<file path="config.mk">
export PLATFORM = sky130hd
export DESIGN_NAME = alu_arbiter
export DESIGN_NICKNAME = d
export VERILOG_FILES = /design/src/rtl/alu_arbiter.sv
export SDC_FILE = /design/constraint.sdc
export NUM_CORES = 1
export LEC_CHECK = 0
export ABC_AREA = 1
export BUFFER_PORTS_ARGS = -buffer_cell sky130_fd_sc_hd__buf_2
export CORE_AREA = 2 2 249 251
export DETAILED_ROUTE_END_ITERATION = 10
export DIE_AREA = 0 0 251 253
export PLACE_DENSITY = 0.43
export SLEW_MARGIN = 40
export SYNTH_ARGS = -nofsm -noshare
export SYNTH_HDL_FRONTEND = slang
export SYNTH_SLANG_ARGS = --single-unit
export TNS_END_PERCENT = 5
</file>
<file path="constraint.sdc">
create_clock -name clk -period 2.7 [get_ports clk]
set_input_delay 0.135 -clock clk [delete_from_list [all_inputs] [get_ports clk]]
set_output_delay 0.135 -clock clk [all_outputs]
set_load 0.02 [all_outputs]
</file>
<file path="src/rtl/alu_arbiter.sv">
// Round-robin arbiter sharing one registered ALU among NUM_REQUESTERS execution slots.
// A grant latches operands, pulses alu_enable for one cycle, and returns the result via valid/ready.
module alu_arbiter #(
  parameter int NUM_REQUESTERS = 4,
  parameter int DATA_WIDTH     = 32,
  parameter int PC_WIDTH       = 8,
  parameter int INSTR_WIDTH    = 5,
  parameter int ID_WIDTH       = $clog2(NUM_REQUESTERS)
) (
  input  logic                                  clk,
  input  logic                                  reset,
  input  logic [NUM_REQUESTERS-1:0]             req_valid,
  output logic [NUM_REQUESTERS-1:0]             req_ready,
  input  logic [NUM_REQUESTERS*PC_WIDTH-1:0]    req_pc,
  input  logic [NUM_REQUESTERS*DATA_WIDTH-1:0]  req_imm,
  input  logic [NUM_REQUESTERS*DATA_WIDTH-1:0]  req_rs1,
  input  logic [NUM_REQUESTERS*DATA_WIDTH-1:0]  req_rs2,
  input  logic [NUM_REQUESTERS*INSTR_WIDTH-1:0] req_instruction,
  output logic [NUM_REQUESTERS-1:0]             resp_valid,
  input  logic [NUM_REQUESTERS-1:0]             resp_ready,
  output logic [DATA_WIDTH-1:0]                 resp_data,
  output logic                                  alu_enable,
  output logic [PC_WIDTH-1:0]                   alu_pc,
  output logic [DATA_WIDTH-1:0]                 alu_imm,
  output logic [DATA_WIDTH-1:0]                 alu_rs1,
  output logic [DATA_WIDTH-1:0]                 alu_rs2,
  output logic [INSTR_WIDTH-1:0]                alu_instruction,
  input  logic [DATA_WIDTH-1:0]                 alu_out,
  output logic                                  busy,
  output logic [ID_WIDTH-1:0]                   grant_id
);

  typedef enum logic [1:0] {
    ST_IDLE,
    ST_ISSUE,
    ST_WAIT,
    ST_RESPOND
  } state_t;

  state_t              state;
  state_t              state_next;
  logic [ID_WIDTH-1:0] last;
  logic [ID_WIDTH-1:0] pick;
  logic [ID_WIDTH-1:0] cand;
  logic                pick_found;
  logic                grant_fire;

  // Round-robin search starting just after the last granted requester.
  always_comb begin
    // NOTE: every variable gets a default before any branch so no latch is inferred.
    pick       = '0;
    pick_found = 1'b0;
    cand       = '0;
    for (int k = 1; k <= NUM_REQUESTERS; k++) begin
      cand = ID_WIDTH'((int'(last) + k) % NUM_REQUESTERS);
      if (!pick_found && req_valid[cand]) begin
        pick       = cand;
        pick_found = 1'b1;
      end
    end
  end

  assign grant_fire = (state == ST_IDLE) && pick_found;

  // Reset gating keeps the grant quiet while the block is held in reset.
  always_comb begin
    req_ready = '0;
    if (reset && grant_fire) begin
      req_ready[pick] = 1'b1;
    end
  end

  always_comb begin
    state_next = state;
    case (state)
      ST_IDLE:    if (grant_fire) state_next = ST_ISSUE;
      ST_ISSUE:   state_next = ST_WAIT;
      ST_WAIT:    state_next = ST_RESPOND;
      ST_RESPOND: if (resp_ready[grant_id]) state_next = ST_IDLE;
      default:    state_next = ST_IDLE;
    endcase
  end

  always_ff @(posedge clk or negedge reset) begin
    if (!reset) begin
      state <= ST_IDLE;
    end else begin
      // NOTE: sequential state uses non-blocking assignments so all flops update together.
      state <= state_next;
    end
  end

  // Operand capture, ALU sequencing and response registers.
  always_ff @(posedge clk or negedge reset) begin
    if (!reset) begin
      alu_enable      <= 1'b0;
      alu_pc          <= '0;
      alu_imm         <= '0;
      alu_rs1         <= '0;
      alu_rs2         <= '0;
      alu_instruction <= '0;
      resp_valid      <= '0;
      resp_data       <= '0;
      grant_id        <= '0;
      last            <= ID_WIDTH'(NUM_REQUESTERS - 1);
      busy            <= 1'b0;
    end else begin
      alu_enable <= 1'b0;
      busy       <= (state_next != ST_IDLE);
      case (state)
        ST_IDLE: begin
          if (grant_fire) begin
            alu_pc          <= req_pc[int'(pick)*PC_WIDTH +: PC_WIDTH];
            alu_imm         <= req_imm[int'(pick)*DATA_WIDTH +: DATA_WIDTH];
            alu_rs1         <= req_rs1[int'(pick)*DATA_WIDTH +: DATA_WIDTH];
            alu_rs2         <= req_rs2[int'(pick)*DATA_WIDTH +: DATA_WIDTH];
            alu_instruction <= req_instruction[int'(pick)*INSTR_WIDTH +: INSTR_WIDTH];
            grant_id        <= pick;
            last            <= pick;
            alu_enable      <= 1'b1;
          end
        end
        ST_WAIT: begin
          // The ALU registered its result on the edge that ended ISSUE.
          resp_data  <= alu_out;
          resp_valid <= NUM_REQUESTERS'(1) << grant_id;
        end
        ST_RESPOND: begin
          if (resp_ready[grant_id]) begin
            resp_valid <= '0;
          end
        end
        default: ;
      endcase
    end
  end

endmodule

</file>
==> results.toml, run 1 <==
[outcome]
status = "finished, final reports clean"

[die]
rows = 91
initial_core_util_pct = 17.2
ios = 631
die_y_um = 253
dieArea_mm2 = 0.0635
core-area_mm2 = 0.0610
die_x_um = 251

[global_routing]
grt_max_degree = 105
grt_util_all_layers_pct = 15.4
grt_first_pass_wirelength_um = 75900
grt-ovfl-total = 0
met1_usage_pct = 18.7
grt_pass1_vias = 13300
antenna_found_initial = 6
top_usage_layer = "met2"
use_met2_pct = 26.8
grt_use_met3_pct = 4.05

[worst_setup_path]
r2r_slack_ns = 0.12
cp-startpoint = "last[0]"
crit_type = "register to output pin"
end_kind = "output pin"
crit_fanout = 18
regToRegStartpoint = "last[0]"
crit_arrival_ns = 2.47
critPathLaunchType = "register"
cp.required_ns = 2.57

[sta]
tightest_slew_ns = 0.725
tns_ns = 0
setup_viol = 0
skew_ns = 0.0172
slew-limit-headroom_pct = 51.7
final_max_slew_viol_count = 0
fmax_mhz = 383
rsz0062_at_grt = "true"
finalHoldViolations = 0
min_period_ns = 2.61
period_share_pct = 96.6

[drt]
dr.pass1.iters = 6
finalWirelength_um = 51000
final_antenna_net_count = 0
avgViaCountPerCell = 4.18
wire_per_inst_um = 15.8
drc = 0
dr.first_iter.drc_count = 735
num_vias = 13500

[logic_synthesis]
synth_ff_type = "dfrtp_1"
synth_area_per_cell_um2 = 5.92
yosysTopAreaCellShare_pct = 43.6
netlist_instances = 1776
synthDistinctLibCells = 23
synth_seq_cells = 153
synth_warnings = 0
synth_largest_area_cell = "nand2_1"
synth.cell_area_mm2 = 0.0105
seq_area_frac_synth_pct = 36.4
yosysMostFrequentCell = "nand2_1"
synth_nets = 2254
synthArstFlopShare_pct = 100
ys_top_cells_by_area = "nand2_1 44%, dfrtp_1 36%, nand3_1 11%"
synth_edf_count = 0
yosys-top-cells-count = "1222 x nand2_1, 232 x nand3_1, 151 x dfrtp_1, 54 x buf_2, 28 x clkbuf_1"

[min_path]
min-delay-start = "req_rs1[12]"
min_path_type = "input port to register"

[finish]
final_util_pct = 26.6
areaGrowthSynthToFinish_pct = 54.4
finalInstanceArea_mm2 = 0.0162
finalNetCount = 2904
drive_gt1_share_pct = 29.8
fin_cells = 3231

[placed_design]
dp_hpwl_um = 36300
placed_area_mm2 = 0.0144
place_inst = 3093
place_congestion = 0.884
io_buffers = 630

[power_and_ir_drop]
seq_power_share_pct = 14.8
p_int_uw = 11300
power_density_mw_per_mm2 = 1620
total_leakage_power_uw = 0.00981
power.switching_uw = 15000
p_clk_share_pct = 9.5
vdd_drop_max_v = 0.000961
power.share.switching_pct = 57.0
comb_power_share_pct = 75.8

[clock_tree]
htreeDepth = 4
clk-insertion-delay-late_ns = 0.49
cts-root-buf = "clkbuf_16"
cts.clk_slew.worst_paths_ns = 0.08
cts_tree = "yes"
cts_buffers = 17
cts_buffer_depth = 2
clkSinkCount = 153

[flow_run]
drv_cap = 0
==> worst paths after layout <==
check,end,depth (start not counted)
hold reg to reg,resp_data[28],2
min in group asynchronous,alu_imm[6],2
max in group asynchronous,alu_pc[0],3
setup / recovery,req_ready[0],12
setup reg to reg,alu_rs2[25],15
hold / removal,alu_rs1[12],7
==> metrics by stage <==
stage               setup slack (ns)  hold WS, ns  power (uW)
global placement               0.188       0.0580       22400
global route                 -0.0748       0.0414       29300
CTS                           0.0112     0.000306       26300
finish                        0.0917       0.0396       26300
detailed placement             0.156       0.0595       22400
floorplan                      0.349       -0.161       16900
==> metal layers <==
| metal | vias to the layer above | wire length [um] |
|---|---|---|
| met4 | 10 | 949 |
| li1 | 6790 | - |
| met5 | - | 71 |
| met1 | 6167 | 21800 |
| met2 | 490 | 24700 |
| met3 | 57 | 3390 |
==> registers in the layout, indices dropped and copies added, names as in the netlist <==
signal,flops
alu_rs2,32
resp_data,32
alu_rs1,32
alu_imm,32
busy,1
last,2
state,2
resp_valid,4
alu_pc,8
alu_enable,1
grant_id,2
alu_instruction,5
==> cells in the final DEF (no fill, tap or decap), types with 5 or more instances in the layout <==
cell type / n
buf_12: 18
buf_2: 627
buf_4: 13
clkbuf_16: 19
clkinv_8: 5
dfrtp_1: 151
dlygate4sd3_1: 90
inv_1: 7
inv_8: 5
nand2_1: 1218
nand2_2: 6
nand3_1: 231
o21ai_0: 5
==> timing repair <==
| item | 4_1_cts | 5_1_grt |
|---|---|---|
| buffers inserted | 7 | 0 |
| resized for setup | 6 | 15 |
| hold endpoints to repair | 140 | 0 |
| hold buffers | 90 | 0 |
| gates cloned | 5 | 2 |
| setup endpoints to repair | 4 | 35 |
| pin swaps | 4 | 0 |
==> worst max-delay path, cell delays in order, from the launching register on <==
cell      delay [ns]
dfstp_2         0.61
inv_2           0.09
nand2_1         0.09
nand2_2         0.08
nand2_2         0.09
nand2_2         0.09
nor2_4          0.15
nand3_4         0.15
nand2_4         0.15
clkinv_8        0.13
nand2_2         0.13
nor3_1          0.07
buf_2           0.16
==> power by group through the flow <==
stage                     clock, uW  combinational [uW]  sequential (uW)
after global placement            0               18500             3890
final                          2490               19900             3880
after CTS                      2620               19800             3890
after global routing           2710               22500             4020
after floorplan                   0               11900             5020
after detailed placement          0               18500             3910
==> cell families (layout without fill, tap and decap cells) <==
logic type,Yosys count,count (layout),synth area share (%)
buf+inv,140,801,7.24
flops,153,153,36.4
compound gates,11,11,0.678
simple gates,1472,1474,55.7
other cells,0,2,0
==> final cells by class <==
class	count	area, um2
Antenna cell	2	5.00
Clock buffer	17	425
Clock inverter	15	170
Fill cell	6974	44800
Inverter	12	57.6
Multi-Input combinational cell	1485	6030
Sequential cell	153	3830
Tap cell	790	988
Timing Repair Buffer	757	4740
(Power assumes the default switching activity.)
==> inputs of run 2 (changes only) <==
--- a/config.mk
+++ b/config.mk
@@ -6,11 +6,11 @@
 export NUM_CORES = 1
 export LEC_CHECK = 0
 export ABC_AREA = 1
-export BUFFER_PORTS_ARGS = -buffer_cell sky130_fd_sc_hd__buf_2
-export CORE_AREA = 2 2 249 251
+export CORE_AREA = 2 2 246 248
 export DETAILED_ROUTE_END_ITERATION = 10
-export DIE_AREA = 0 0 251 253
-export PLACE_DENSITY = 0.43
+export DIE_AREA = 0 0 248 250
+export DONT_BUFFER_PORTS = 1
+export PLACE_DENSITY = 0.34
 export SLEW_MARGIN = 40
 export SYNTH_ARGS = -nofsm -noshare
 export SYNTH_HDL_FRONTEND = slang
==> run 2 against run 1 <==
Net effect:
- the flow now finishes with violations (negative hold slack)
- worst setup slack got worse by 0.0046 ns
- hold slack got worse by 0.70 ns
- die area decreased by 2.4%
- power shrank 1.0%
- sequential cell count did not move
==> results.toml, run 2 (synthesis results as in run 1) <==
[global_routing]
antenna_found_initial = 3
grt_pass1_vias = 12700
grt_util_all_layers_pct = 15.7
grt_first_pass_wirelength_um = 73600
grt-ovfl-total = 0
grt_max_degree = 155

[drt]
finalWirelength_um = 51100
wire_per_inst_um = 17.4
final_antenna_net_count = 0
drc = 0
num_vias = 12900
avgViaCountPerCell = 4.39
drt-met1-wl_um = 20700
wl_met3_um = 3900
routed-wl-met2_um = 24800
top_layer = "met4"
dr.pass1.iters = 6
dr.first_iter.drc_count = 676

[die]
core-area_mm2 = 0.0596
rows = 90
ios = 631
die_y_um = 250
initial_core_util_pct = 17.7
die_x_um = 248
dieArea_mm2 = 0.0620

[clock_tree]
clkSinkCount = 153
cts.clk_slew.worst_paths_ns = 0.09
cts_tree = "yes"
cts_buffers = 17
htreeDepth = 4
cts-root-buf = "clkbuf_16"
cts_buffer_depth = 2
cts_hold_buf = 404
clk-insertion-delay-late_ns = 0.48

[min_path]
min_path_type = "input port to async pin"

[worst_setup_path]
cpMaxStageDelayCell = "dfstp_2"
crit_chain = "buf_4 -> nand2_1 -> nand3_1 -> nand2_2 -> inv_2 -> nor2_4 -> nand3_4 -> buf_8 -> nand2_4 -> inv_8 -> nand2_8 -> nor3_4 -> buf_6"
crit_fanout = 7
regToRegStartpoint = "last[0]"
critPathLaunchType = "register"
end_kind = "output pin"
cp_slowest_stage_delay_ns = 0.63
cp-startpoint = "last[0]"
crit_type = "register to output pin"
cp.required_ns = 2.57
crit_arrival_ns = 2.48

[finish]
fin_cells = 2931
drive_gt1_share_pct = 6.20
final_common_cell = "nand2_1"
finalNetCount = 2611
mostFrequentLayoutCells = "1208 x nand2_1, 404 x dlygate4sd3_1, 230 x nand3_1, 151 x dfrtp_1, 31 x buf_4"
finalInstanceArea_mm2 = 0.0165
areaGrowthSynthToFinish_pct = 56.4

[sta]
period_share_pct = 96.8
setup_viol = 0
tns_ns = 0
fmax_mhz = 383
final_max_slew_viol_count = 0
setup_slack_ns = 0.0871
hold_slack_ns = -0.662
finalHoldViolations = 153
skew_ns = 0.0191
tightest_slew_ns = 0.549
rsz0062_at_grt = "true"
slew-limit-headroom_pct = 63.4
min_period_ns = 2.61

[power_and_ir_drop]
vdd_drop_max_v = 0.00103
power_density_mw_per_mm2 = 1580
total_leakage_power_uw = 0.00866

[placed_design]
place_inst = 2472
dp_hpwl_um = 33500
io_buffers = 0
place_congestion = 0.828
pre_cts_slack_ns = 0.178
placed_area_mm2 = 0.0114

[outcome]
violations = "negative hold slack"
status = "finished, violations left"

[flow_run]
drv_cap = 0
run 2: cell count changes in the layout (fill, tap and decap cells not counted), moves of 4 or more:
cell / change
nand2_1: -10
buf_12: -4
dlygate4sd3_1: +314
buf_2: -627
buf_4: +18
nand2_2: +6
buf_6: +6
run 2: cell type report:
class                           count  area, um2
Antenna cell                        3       7.51
Clock buffer                       17        425
Clock inverter                     15        194
Fill cell                        6430      43100
Inverter                           12       55.1
Multi-Input combinational cell   1484       6110
Sequential cell                   153       3830
Tap cell                          782        978
Timing Repair Buffer              465       4860
run 2: what timing repair did:
| item | in CTS | in global routing |
|---|---|---|
| setup endpoints to repair | 4 | 80 |
| buffers inserted | 13 | 4 |
| pin swaps | 9 | 14 |
| gates cloned | 2 | 2 |
| hold endpoints to repair | 293 | 153 |
| resized for setup | 19 | 27 |
run 2: layer usage:
layer,vias to the layer above,track usage [%]
met5,-,0
met4,0,6.30
met3,118,4.32
met2,656,27.5
met1,5889,17.8
li1,6203,-
run 2: critical path: cells and delay by family (launching register included):
kind	cells	cell delay [ns]
simple gates	8	0.77
flops	1	0.63
buf+inv	5	0.58
run 2: power breakdown:
group          total [uW]  leakage (uW)  internal, uW  switching, uW
registers            5440       0.00193          3300           2140
clock network        2590      0.000300          1270           1310
logic               18000       0.00643          6310          11700
run 2: stage by stage:
| stage | power (uW) | util, % | hold slack (ns) |
|---|---|---|---|
| final | 26000 | 27.6 | -0.662 |
| after global routing | 28700 | 27.6 | -0.726 |
| after CTS | 25700 | 27.3 | -0.716 |
| after detailed placement | 21600 | 19.1 | -0.157 |
| after global placement | 21600 | 19.1 | -0.156 |
| after floorplan | 16900 | - | -0.161 |
run 2: worst paths after layout:
check	end	slack (ns)	cells past startpoint
max reg2reg	alu_rs1[23]	0.13	15
min reg2reg	resp_data[28]	0.63	2
max	req_ready[1]	0.09	13
min	alu_pc[7]	-0.66	0
max in group asynchronous	alu_rs1[23]	2.95	0
min in group clk	alu_imm[16]	0.03	6
